`src/rtl/eth_frame_gen_pkg.sv`:
```
// eth_frame_gen shared types and constants.
// State encoding, Ethernet length limits, length clamp helper.
package eth_frame_gen_pkg;

  typedef enum logic [1:0] {
    ST_IDLE = 2'd0,
    ST_SEND = 2'd1,
    ST_GAP  = 2'd2,
    ST_DONE = 2'd3
  } state_e;

  localparam int ETH_HDR_LEN     = 14;
  localparam int ETH_MIN_PAYLOAD = 46;
  localparam int ETH_MAX_PAYLOAD = 1500;

  localparam int C_DEF_MIN_LEN =
    ETH_HDR_LEN + ETH_MIN_PAYLOAD;
  localparam int C_DEF_MAX_LEN =
    ETH_HDR_LEN + ETH_MAX_PAYLOAD;

  function automatic logic [10:0] clamp_len(
    input logic [10:0] len,
    input logic [10:0] lo,
    input logic [10:0] hi
  );
    if (len < lo)      return lo;
    else if (len > hi) return hi;
    else               return len;
  endfunction

endpackage

```
`src/rtl/eth_frame_gen_cnt.sv`:
```
// Wrapping statistics counter with increment and clear.
// Ports: clk, rst, inc_i, clr_i (wins over inc_i), cnt_o.
module eth_frame_gen_cnt #(
  parameter int W = 64
) (
  input  logic         clk,
  input  logic         rst,
  input  logic         inc_i,
  input  logic         clr_i,
  output logic [W-1:0] cnt_o
);

  logic [W-1:0] cnt_q;

  always_ff @(posedge clk) begin
    if (rst || clr_i) cnt_q <= '0;
    else if (inc_i)   cnt_q <= cnt_q + 1'b1;
  end

  assign cnt_o = cnt_q;

endmodule

```
`src/rtl/eth_frame_gen.sv`:
```
// Byte-wide AXI4-Stream test frame generator.
// Ports: run control in, AXIS tx out, busy/done, frame/byte stats.
module eth_frame_gen
  import eth_frame_gen_pkg::*;
#(
  parameter int C_MIN_LEN   = C_DEF_MIN_LEN,
  parameter int C_MAX_LEN   = C_DEF_MAX_LEN,
  parameter int C_CNT_WIDTH = 64
) (
  input  logic                   clk,
  input  logic                   rst,
  input  logic                   enable,
  input  logic [10:0]            frame_len,
  input  logic [15:0]            frame_gap,
  input  logic [31:0]            frame_count,
  input  logic                   clear_stats,
  input  logic                   axis_tx_tready,
  output logic                   axis_tx_tvalid,
  output logic                   axis_tx_tlast,
  output logic [7:0]             axis_tx_tdata,
  output logic                   busy,
  output logic                   done,
  output logic [C_CNT_WIDTH-1:0] frames_sent,
  output logic [C_CNT_WIDTH-1:0] bytes_sent
);

  state_e      state_q;
  logic [10:0] len_q;
  logic [10:0] idx_q;
  logic [15:0] gap_q;
  logic [31:0] run_q;
  // Only the low byte of the frame sequence number is visible.
  logic [7:0]  seq_q;
  logic        tvalid_q;
  logic        tlast_q;
  logic [7:0]  tdata_q;
  logic        busy_q;
  logic        done_q;

  logic        hs;
  logic        last_hs;
  logic [31:0] run_inc;
  logic [10:0] len_cl;
  logic        run_end;

  assign hs      = tvalid_q & axis_tx_tready;
  assign last_hs = hs & tlast_q;
  assign run_inc = run_q + 32'd1;
  assign len_cl  = clamp_len(frame_len,
                             11'(C_MIN_LEN),
                             11'(C_MAX_LEN));
  assign run_end = (frame_count != 32'd0) &&
                   (run_inc == frame_count);

  always_ff @(posedge clk) begin
    if (rst) begin
      state_q  <= ST_IDLE;
      len_q    <= '0;
      idx_q    <= '0;
      gap_q    <= '0;
      run_q    <= '0;
      seq_q    <= '0;
      tvalid_q <= 1'b0;
      tlast_q  <= 1'b0;
      tdata_q  <= '0;
      busy_q   <= 1'b0;
      done_q   <= 1'b0;
    end else begin
      unique case (state_q)
        ST_IDLE: begin
          if (enable) begin
            state_q  <= ST_SEND;
            len_q    <= len_cl;
            idx_q    <= '0;
            run_q    <= '0;
            tvalid_q <= 1'b1;
            tdata_q  <= seq_q;
            tlast_q  <= (len_cl == 11'd1);
            busy_q   <= 1'b1;
          end
        end
        ST_SEND: begin
          if (last_hs) begin
            run_q <= run_inc;
            seq_q <= seq_q + 8'd1;
            gap_q <= frame_gap;
            if (run_end) begin
              state_q  <= ST_DONE;
              tvalid_q <= 1'b0;
              tlast_q  <= 1'b0;
              busy_q   <= 1'b0;
              done_q   <= 1'b1;
            end else if (!enable) begin
              state_q  <= ST_IDLE;
              tvalid_q <= 1'b0;
              tlast_q  <= 1'b0;
              busy_q   <= 1'b0;
            end else if (frame_gap == 16'd0) begin
              len_q   <= len_cl;
              idx_q   <= '0;
              tdata_q <= seq_q + 8'd1;
              tlast_q <= (len_cl == 11'd1);
            end else begin
              state_q  <= ST_GAP;
              tvalid_q <= 1'b0;
              tlast_q  <= 1'b0;
            end
          end else if (hs) begin
            idx_q   <= idx_q + 11'd1;
            tdata_q <= tdata_q + 8'd1;
            // Next beat is last when idx+1 == len-1.
            tlast_q <= (idx_q + 11'd2 == len_q);
          end
        end
        ST_GAP: begin
          if (!enable) begin
            state_q <= ST_IDLE;
            busy_q  <= 1'b0;
          end else if (gap_q == 16'd1) begin
            // Raise tvalid so it is seen exactly gap cycles later.
            state_q  <= ST_SEND;
            len_q    <= len_cl;
            idx_q    <= '0;
            tvalid_q <= 1'b1;
            tdata_q  <= seq_q;
            tlast_q  <= (len_cl == 11'd1);
          end else begin
            gap_q <= gap_q - 16'd1;
          end
        end
        ST_DONE: begin
          if (!enable) begin
            state_q <= ST_IDLE;
            done_q  <= 1'b0;
          end
        end
      endcase
    end
  end

  eth_frame_gen_cnt #(.W(C_CNT_WIDTH)) u_frames (
    .clk   (clk),
    .rst   (rst),
    .inc_i (last_hs),
    .clr_i (clear_stats),
    .cnt_o (frames_sent)
  );

  eth_frame_gen_cnt #(.W(C_CNT_WIDTH)) u_bytes (
    .clk   (clk),
    .rst   (rst),
    .inc_i (hs),
    .clr_i (clear_stats),
    .cnt_o (bytes_sent)
  );

  assign axis_tx_tvalid = tvalid_q;
  assign axis_tx_tlast  = tlast_q;
  assign axis_tx_tdata  = tdata_q;
  assign busy           = busy_q;
  assign done           = done_q;

endmodule

```
`config.mk`:
```
export PLATFORM = sky130hd
export DESIGN_NAME = eth_frame_gen
export DESIGN_NICKNAME = d
export VERILOG_FILES = /design/src/rtl/eth_frame_gen_pkg.sv /design/src/rtl/eth_frame_gen_cnt.sv /design/src/rtl/eth_frame_gen.sv
export SDC_FILE = /design/constraint.sdc
export NUM_CORES = 1
export LEC_CHECK = 0
export BUFFER_PORTS_ARGS = -buffer_cell sky130_fd_sc_hd__buf_2
export CORE_MARGIN = 3
export CORE_UTILIZATION = 45
export CTS_BUF_LIST = sky130_fd_sc_hd__clkbuf_16
export CTS_CLUSTER_DIAMETER = 200
export DETAILED_ROUTE_END_ITERATION = 16
export GPL_TIMING_DRIVEN = 0
export HOLD_SLACK_MARGIN = 0.12
export PLACE_DENSITY_LB_ADDON = 0.25
export SLEW_MARGIN = 20
export SYNTH_ARGS = -nofsm -noshare
export SYNTH_HDL_FRONTEND = slang
export SYNTH_SLANG_ARGS = --single-unit
```
`constraint.sdc`:
```
create_clock -name clk -period 3.25 [get_ports clk]
set_clock_uncertainty 0.2 [all_clocks]
set_input_delay 0.325 -clock clk [delete_from_list [all_inputs] [get_ports clk]]
set_output_delay 0.325 -clock clk [all_outputs]
set_load 0.02 [all_outputs]
```
== Word level (Yosys, flattened, before mapping) ==
Cells that the tools add are included.

* Memories: 0
* Memory bits (read-only): 0
* Register bits after elaboration: 220
* Latch bits: 0
* RAM bits: 0
* Output and inout port bits: 140
* Input port bits: 64

* Order comparisons: 2
* $add $sub $neg: 8
* Reduce and logical (&&, ||, !) cells: 19
* Eq/ne operators: 23
* Bitwise operators: 2
* Div/mod/pow operators: 0
* Muxes and demuxes: 69
* $mul: 0
* Shift operators: 0

{| class="wikitable"
|+ Operator list
! cell !! count
|-
| $mux 11 || 17
|-
| $add 64x1->64 const B || 2
|-
| $pmux 11 s3 || 2
|-
| $mux 32 || 2
|-
| $mux 8 || 8
|-
| $pmux 32 s2 || 1
|-
| $mux 16 || 3
|-
| $add 32x1->32 const B || 1
|-
| $eq 32x32->1 || 1
|-
| $pmux 16 s2 || 1
|-
| $reduce_bool 32->1 || 1
|-
| $pmux 8 s3 || 1
|-
| $mux 1 || 21
|-
| $ne 2x2->1 const B || 10
|-
| $add 8x1->8 const B || 2
|-
| $eq 16x1->1 const B || 1
|-
| $logic_not 16->1 || 1
|-
| $mux 2 || 8
|-
| $reduce_and 8->1 || 2
|-
| $sub 16x1->16 const B || 1
|-
| $ne 3x3->1 const B || 5
|-
| $add 11x1->11 const B || 1
|-
| $add 11x2->11 const B || 1
|-
| $eq 11x1->1 const B || 1
|-
| other kinds (20) || 29
|}

== Longest topological paths before layout ==
* Depth after elaboration: 9
* Depth in mapped cells: 12
* Mapped depth without buffers: 10

== Cells and area by module ==
Synthesis repeated with hierarchy kept, for this count alone.

* Cell total of the unflattened synthesis: 1715
* Area total of the unflattened synthesis: 13305.3 um^2

{| class="wikitable"
|+ Modules (own cells, without submodules)
! module !! instances !! cells each !! area each (um^2)
|-
| eth_frame_gen || 1 || 981 || 7119.3
|-
| eth_frame_gen_cnt at u_bytes || 1 || 372 || 3116.7
|-
| eth_frame_gen_cnt at u_frames || 1 || 362 || 3069.2
|}

== Least setup slack after synthesis ==
No wires, ideal clock.

* Path type: flip-flop to flip-flop
* Start point: register run_q[7]
* End point: register idx_q[7]
* Arrival: 3.229 ns
* Stages on the path, launching flop included: 13
* Library setup time: 0.088 ns
* Buffers on the path: 3
* Slack: -0.267 ns
* Clock period less this slack: 3.517 ns
* Path through: dfxtp_1 > buf_2 > nand3_4 > or4_1 > clkbuf_2 > nor3_1 > xor2_1 > a211o_1 > or4b_1 > o2111ai_4 > buf_6 > a21oi_2 > a311oi_2

* Word-level cells in the longest chain between the ends: 5

{| class="wikitable"
|+ Ends and longest elaborated chain
! what !! RTL line !! source
|-
| start, declared || eth_frame_gen.sv:31 || <nowiki>logic [31:0] run_q;</nowiki>
|-
| start signal, assigned || eth_frame_gen.sv:84 || <nowiki>run_q <= run_inc;</nowiki>
|-
| $add 32x1->32 || eth_frame_gen.sv:48 || <nowiki>assign run_inc = run_q + 32'd1;</nowiki>
|-
| $eq 32x32->1 || eth_frame_gen.sv:53 || <nowiki>(run_inc == frame_count);</nowiki>
|-
| $logic_and 1x1->1 || eth_frame_gen.sv:52 || <nowiki>assign run_end = (frame_count != 32'd0) &&</nowiki>
|-
| $ne 3x3->1 (no line) || -- ||
|-
| $reduce_and 8->1 (no line) || -- ||
|-
| end signal, assigned || eth_frame_gen.sv:109 || <nowiki>idx_q <= idx_q + 11'd1;</nowiki>
|-
| end, declared || eth_frame_gen.sv:29 || <nowiki>logic [10:0] idx_q;</nowiki>
|}

No other way between the ends.
A chain may end at the register's enable or synchronous reset.

== Worst setup path after layout ==
* Start point: register run_q[4]
* End point: register tdata_q[5], in the netlist axis_tx_tdata[5]

* Word-level cells in the longest chain between the ends: 5

{| class="wikitable"
|+ Ends and longest elaborated chain
! what !! RTL line !! source
|-
| $add 32x1->32 || eth_frame_gen.sv:48 ||
|-
| $eq 32x32->1 || eth_frame_gen.sv:53 ||
|-
| $logic_and 1x1->1 || eth_frame_gen.sv:52 ||
|-
| $ne 3x3->1 (no line) || -- ||
|-
| $reduce_and 8->1 (no line) || -- ||
|-
| end signal, assigned || eth_frame_gen.sv:77 || <nowiki>tdata_q <= seq_q;</nowiki>
|-
| end signal, assigned || eth_frame_gen.sv:101 || <nowiki>tdata_q <= seq_q + 8'd1;</nowiki>
|-
| end signal, assigned || eth_frame_gen.sv:110 || <nowiki>tdata_q <= tdata_q + 8'd1;</nowiki>
|-
| end, declared || eth_frame_gen.sv:36 || <nowiki>logic [7:0] tdata_q;</nowiki>
|}

No other way between the ends.

==> results.tsv <==
stage	metric	value	unit
routing	Vias	12800	
grt	vias in the first global route	11800	
yosys	Synth Area in XOR/XNOR	0.125	
placed_design	port bufs	202	
critical_path	reg-to-reg slack, setup	-0.15	ns
floorplan	die area	29100	sq um
power_and_ir_drop	worst vdd ir	0.388	mV
yosys	Cells after Synth	1550	
run	max_cap viols	0	
yosys	mux share of post-synthesis cell area	0.00617	
outcome	outcome	finished with violations	
yosys	simple-gate share of the synthesized area	0.300	
routing	final wirelength	37500	microns
yosys	asr flop ratio synth	0	
floorplan	Rows	59	
clocking	CTS tree	done	
critical_path	delay-heaviest family, CP	simple AND/OR/NAND/NOR gates	
critical_path	Worst Setup Path Type	reg2reg	
critical_path	Crit path largest cell delay	0.57	ns
yosys	Seq/Total Area, Yosys	0.362	
critical_path	most frequent CP cell	buf_6	
critical_path	CP Data Arrival Time	3.58	ns
yosys	number of synthesized flops with an enable pin	0	
timing	RSZ-0062 raised after global routing	true	
outcome	failing checks	negative setup slack	
floorplan	Die Wd	170	microns
placed_design	post-DP HPWL	26400	microns
floorplan	# IOs	204	
yosys	largest family of logic cells by synthesized area	simple AND/OR/NAND/NOR gates	
yosys	synthesized area	12200	sq um
critical_path	CP cell instances	buf_6, nand3_4, buf_6, nor4_4, nand4_1, xnor2_2, a211o_1, or4b_4, o2111ai_4, buf_6, buf_12, a21o_1, a21oi_1	
routing	drt pass-1 iters	7	
power_and_ir_drop	PwrDens	443	nW/um^2
worst_hold_path	hold path startpoint	enable	
critical_path	CP startpoint kind	flip-flop	
cells_and_area	most frequent cells in the layout	205 x buf_2, 201 x dfxtp_1, 199 x nor2_1, 160 x nand2_1, 102 x a21oi_1	
critical_path	Worst R2R Path Depth	13	
clocking	Clock Latency Late Sink	0.54	ns
yosys	register bit total from synthesis	220	
power_and_ir_drop	P_leak	0.00621	uW
grt	gr usage total	0.246	
cells_and_area	leading cell type in the layout, fill and taps excluded	buf_2	
timing	Pins Over Slew Limit	0	
routing	DR iter-0 viols	872	
cells_and_area	ant diodes	0	
placed_design	GP Congestion	0.976	
routing	DRT antenna net count	0	
yosys	Top FF cell, synth	dfxtp_1	
timing	final worst path period need	3.40	ns
cells_and_area	Area Growth Syn to Fin	30.4	%
yosys	Mapped Nets	1629	
yosys	Distinct cells, synth	77	
timing	worst slew pin tran	0.913	ns
critical_path	Worst R2R Start	run_q[4]	
placed_design	Placed Cells	2087	
cells_and_area	fin nets	1937	
clocking	clk buf depth	3	
clocking	H-tree Lvls	1	
cells_and_area	layout cells sized above 1	0.235	
critical_path	CP Data Required Time	3.43	ns
clocking	CTS buffer count	26	
timing	Max Freq	294	MHz
floorplan	Core Region	26400	sq um
timing	Final setup violation count	25	
timing	Slew HR	0.391	
grt	first-pass GRT wire length	59600	microns
timing	Hold Vio Cnt, Final	0	
worst_hold_path	Worst Hold Endpoint	done	
floorplan	chip height	170	microns
cells_and_area	final core utilization	0.602	
cells_and_area	filler instances	2328	
floorplan	Initial Util	0.462	
timing	Worst Slack Setup Final	-0.153	ns
routing	DR WL/cell	17.0	microns
grt	initial antenna violation count	1	
clocking	root buffer cell	clkbuf_16	
grt	largest net degree at the start of global routing	15	
worst_hold_path	worst hold path type	in2reg	
critical_path	critical path endpoint category	flip-flop	
critical_path	Crit-path slowest cell	or4b_4	
critical_path	RR Endpoint	axis_tx_tdata[5]	
yosys	Mapped Avg Cell Area	7.85	sq um
routing	vias per inst	5.79	
yosys	Adder-Cell Fraction of Synth Area	0.0154	
cells_and_area	Post-Layout Cell Count	2212	
yosys	synth warn	0	
grt	grt ovf	0	
critical_path	maximum fanout along the worst path	8	
worst_hold_path	worst hold path depth	5	
yosys	compound-gate portion of the synthesized area	0.158	
timing	Final period util	1.05	
routing	number of remaining DRC errors	0	
critical_path	worst path buffer plus inverter count	4	
clocking	clock slew at reported path FFs	0.06	ns
clocking	clock sinks	220	
metrics by stage:
stage / TNS (ns) / setup slack [ns] / hold WS [ns] / total power (uW) / area (sq um)
after CTS: -3.14 / -0.179 / 0.157 / 7020 / 15400
after global placement: -36.47 / -0.952 / 0.264 / 3960 / 13700
final: -1.70 / -0.153 / 0.200 / 7030 / 15900
after floorplan: 0 / 0.0243 / 0.249 / 3640 / 12200
after detailed placement: -33.43 / -0.593 / 0.274 / 3980 / 13700
after global routing: -5.86 / -0.287 / 0.239 / 7330 / 15900
where the power goes:
part	internal (uW)	switching, uW
Sequential	2780	100
Clock	1780	1190
Combinational	431	742
Total	4990	2040
worst max path at each step:
stage                              from                  to  slack [ns]  depth (start not counted)
after floorplan               run_q[10]            idx_q[7]        0.02                         12
after global placement    axis_tx_tlast  u_frames.cnt_o[63]       -0.95                         11
after detailed placement       run_q[0]            idx_q[9]       -0.59                         10
after CTS                     run_q[12]    axis_tx_tdata[5]       -0.18                         13
after global routing           run_q[4]    axis_tx_tdata[4]       -0.29                         13
final                          run_q[4]    axis_tx_tdata[5]       -0.15                         13
final cells by class:
class                           count  area [sq um]  share of cell area
Multi-Input combinational cell   1228          7950               0.501
Sequential cell                   220          4440               0.280
Timing Repair Buffer              288          1760               0.111
Clock buffer                       26           651              0.0410
Tap cell                          335           419              0.0264
Buffer                             66           322              0.0203
Clock inverter                     21           218              0.0137
Inverter                           28           109             0.00686
per-layer routing:
layer  vias to the layer above  wire, microns  part of all wire  global-route usage
met2                       492          17300              0.46               0.405
li1                       6165              -                 -                   -
met5                         -             14           0.00037                   0
met3                       114           2740             0.073              0.0423
met1                      6024          16200              0.43               0.324
met4                         2           1280             0.034              0.0882
registers in the layout, summed over array words and instances (netlist names):
signal,cells
axis_tx_tdata,8
axis_tx_tlast,1
axis_tx_tvalid,1
busy,1
done,1
gap_q,16
idx_q,11
len_q,11
run_q,32
seq_q,8
state_q,2
u_bytes.cnt_o,64
u_frames.cnt_o,64
kinds of logic (layout without fill, tap and decap cells):
kind of cell	count (synthesis)	after routing
xor gates and xnor gates	174	174
muxes	7	7
buffers and inverters	102	429
DFF	220	220
AOI/OAI and AO/OA	308	308
and+or+nand+nor	724	724
adders and majority gates	15	15
what timing repair did:
action	4_1_cts	5_1_grt
buffers inserted	22	37
gates resized for setup	83	79
setup endpoints to repair	95	82
hold buffers	28	0
pin swaps	24	35
endpoints found under the hold margin	28	0
cells in the mapped netlist (12+ instances only):
| library cell | n | area share |
|---|---|---|
| nor3_1 | 33 | 0.014 |
| and2_1 | 14 | 0.0072 |
| o21ai_0 | 79 | 0.032 |
| a211oi_1 | 21 | 0.013 |
| clkbuf_1 | 55 | 0.017 |
| buf_2 | 12 | 0.0049 |
| o31ai_1 | 12 | 0.0074 |
| and4_1 | 14 | 0.010 |
| a21oi_1 | 105 | 0.043 |
| nor2_1 | 204 | 0.063 |
| or3_1 | 39 | 0.020 |
| and3_1 | 45 | 0.023 |
| dfxtp_1 | 220 | 0.36 |
| xnor2_1 | 73 | 0.053 |
| inv_1 | 26 | 0.0080 |
| nand4_1 | 47 | 0.024 |
| xor2_1 | 101 | 0.073 |
| nand3_1 | 80 | 0.033 |
| nor4_1 | 33 | 0.017 |
| nand2_1 | 163 | 0.050 |
| ha_1 | 15 | 0.015 |
worst reg2reg max path, stage by stage, from the launching register on:
cell       delay, ns
dfxtp_2         0.32
buf_6           0.12
nand3_4         0.10
buf_6           0.14
nor4_4          0.40
nand4_1         0.23
xnor2_2         0.20
a211o_1         0.26
or4b_4          0.57
o2111ai_4       0.27
buf_6           0.16
buf_12          0.11
a21o_1          0.10
a21oi_1         0.05
No activity file was read; power rests on OpenSTA's default activity.
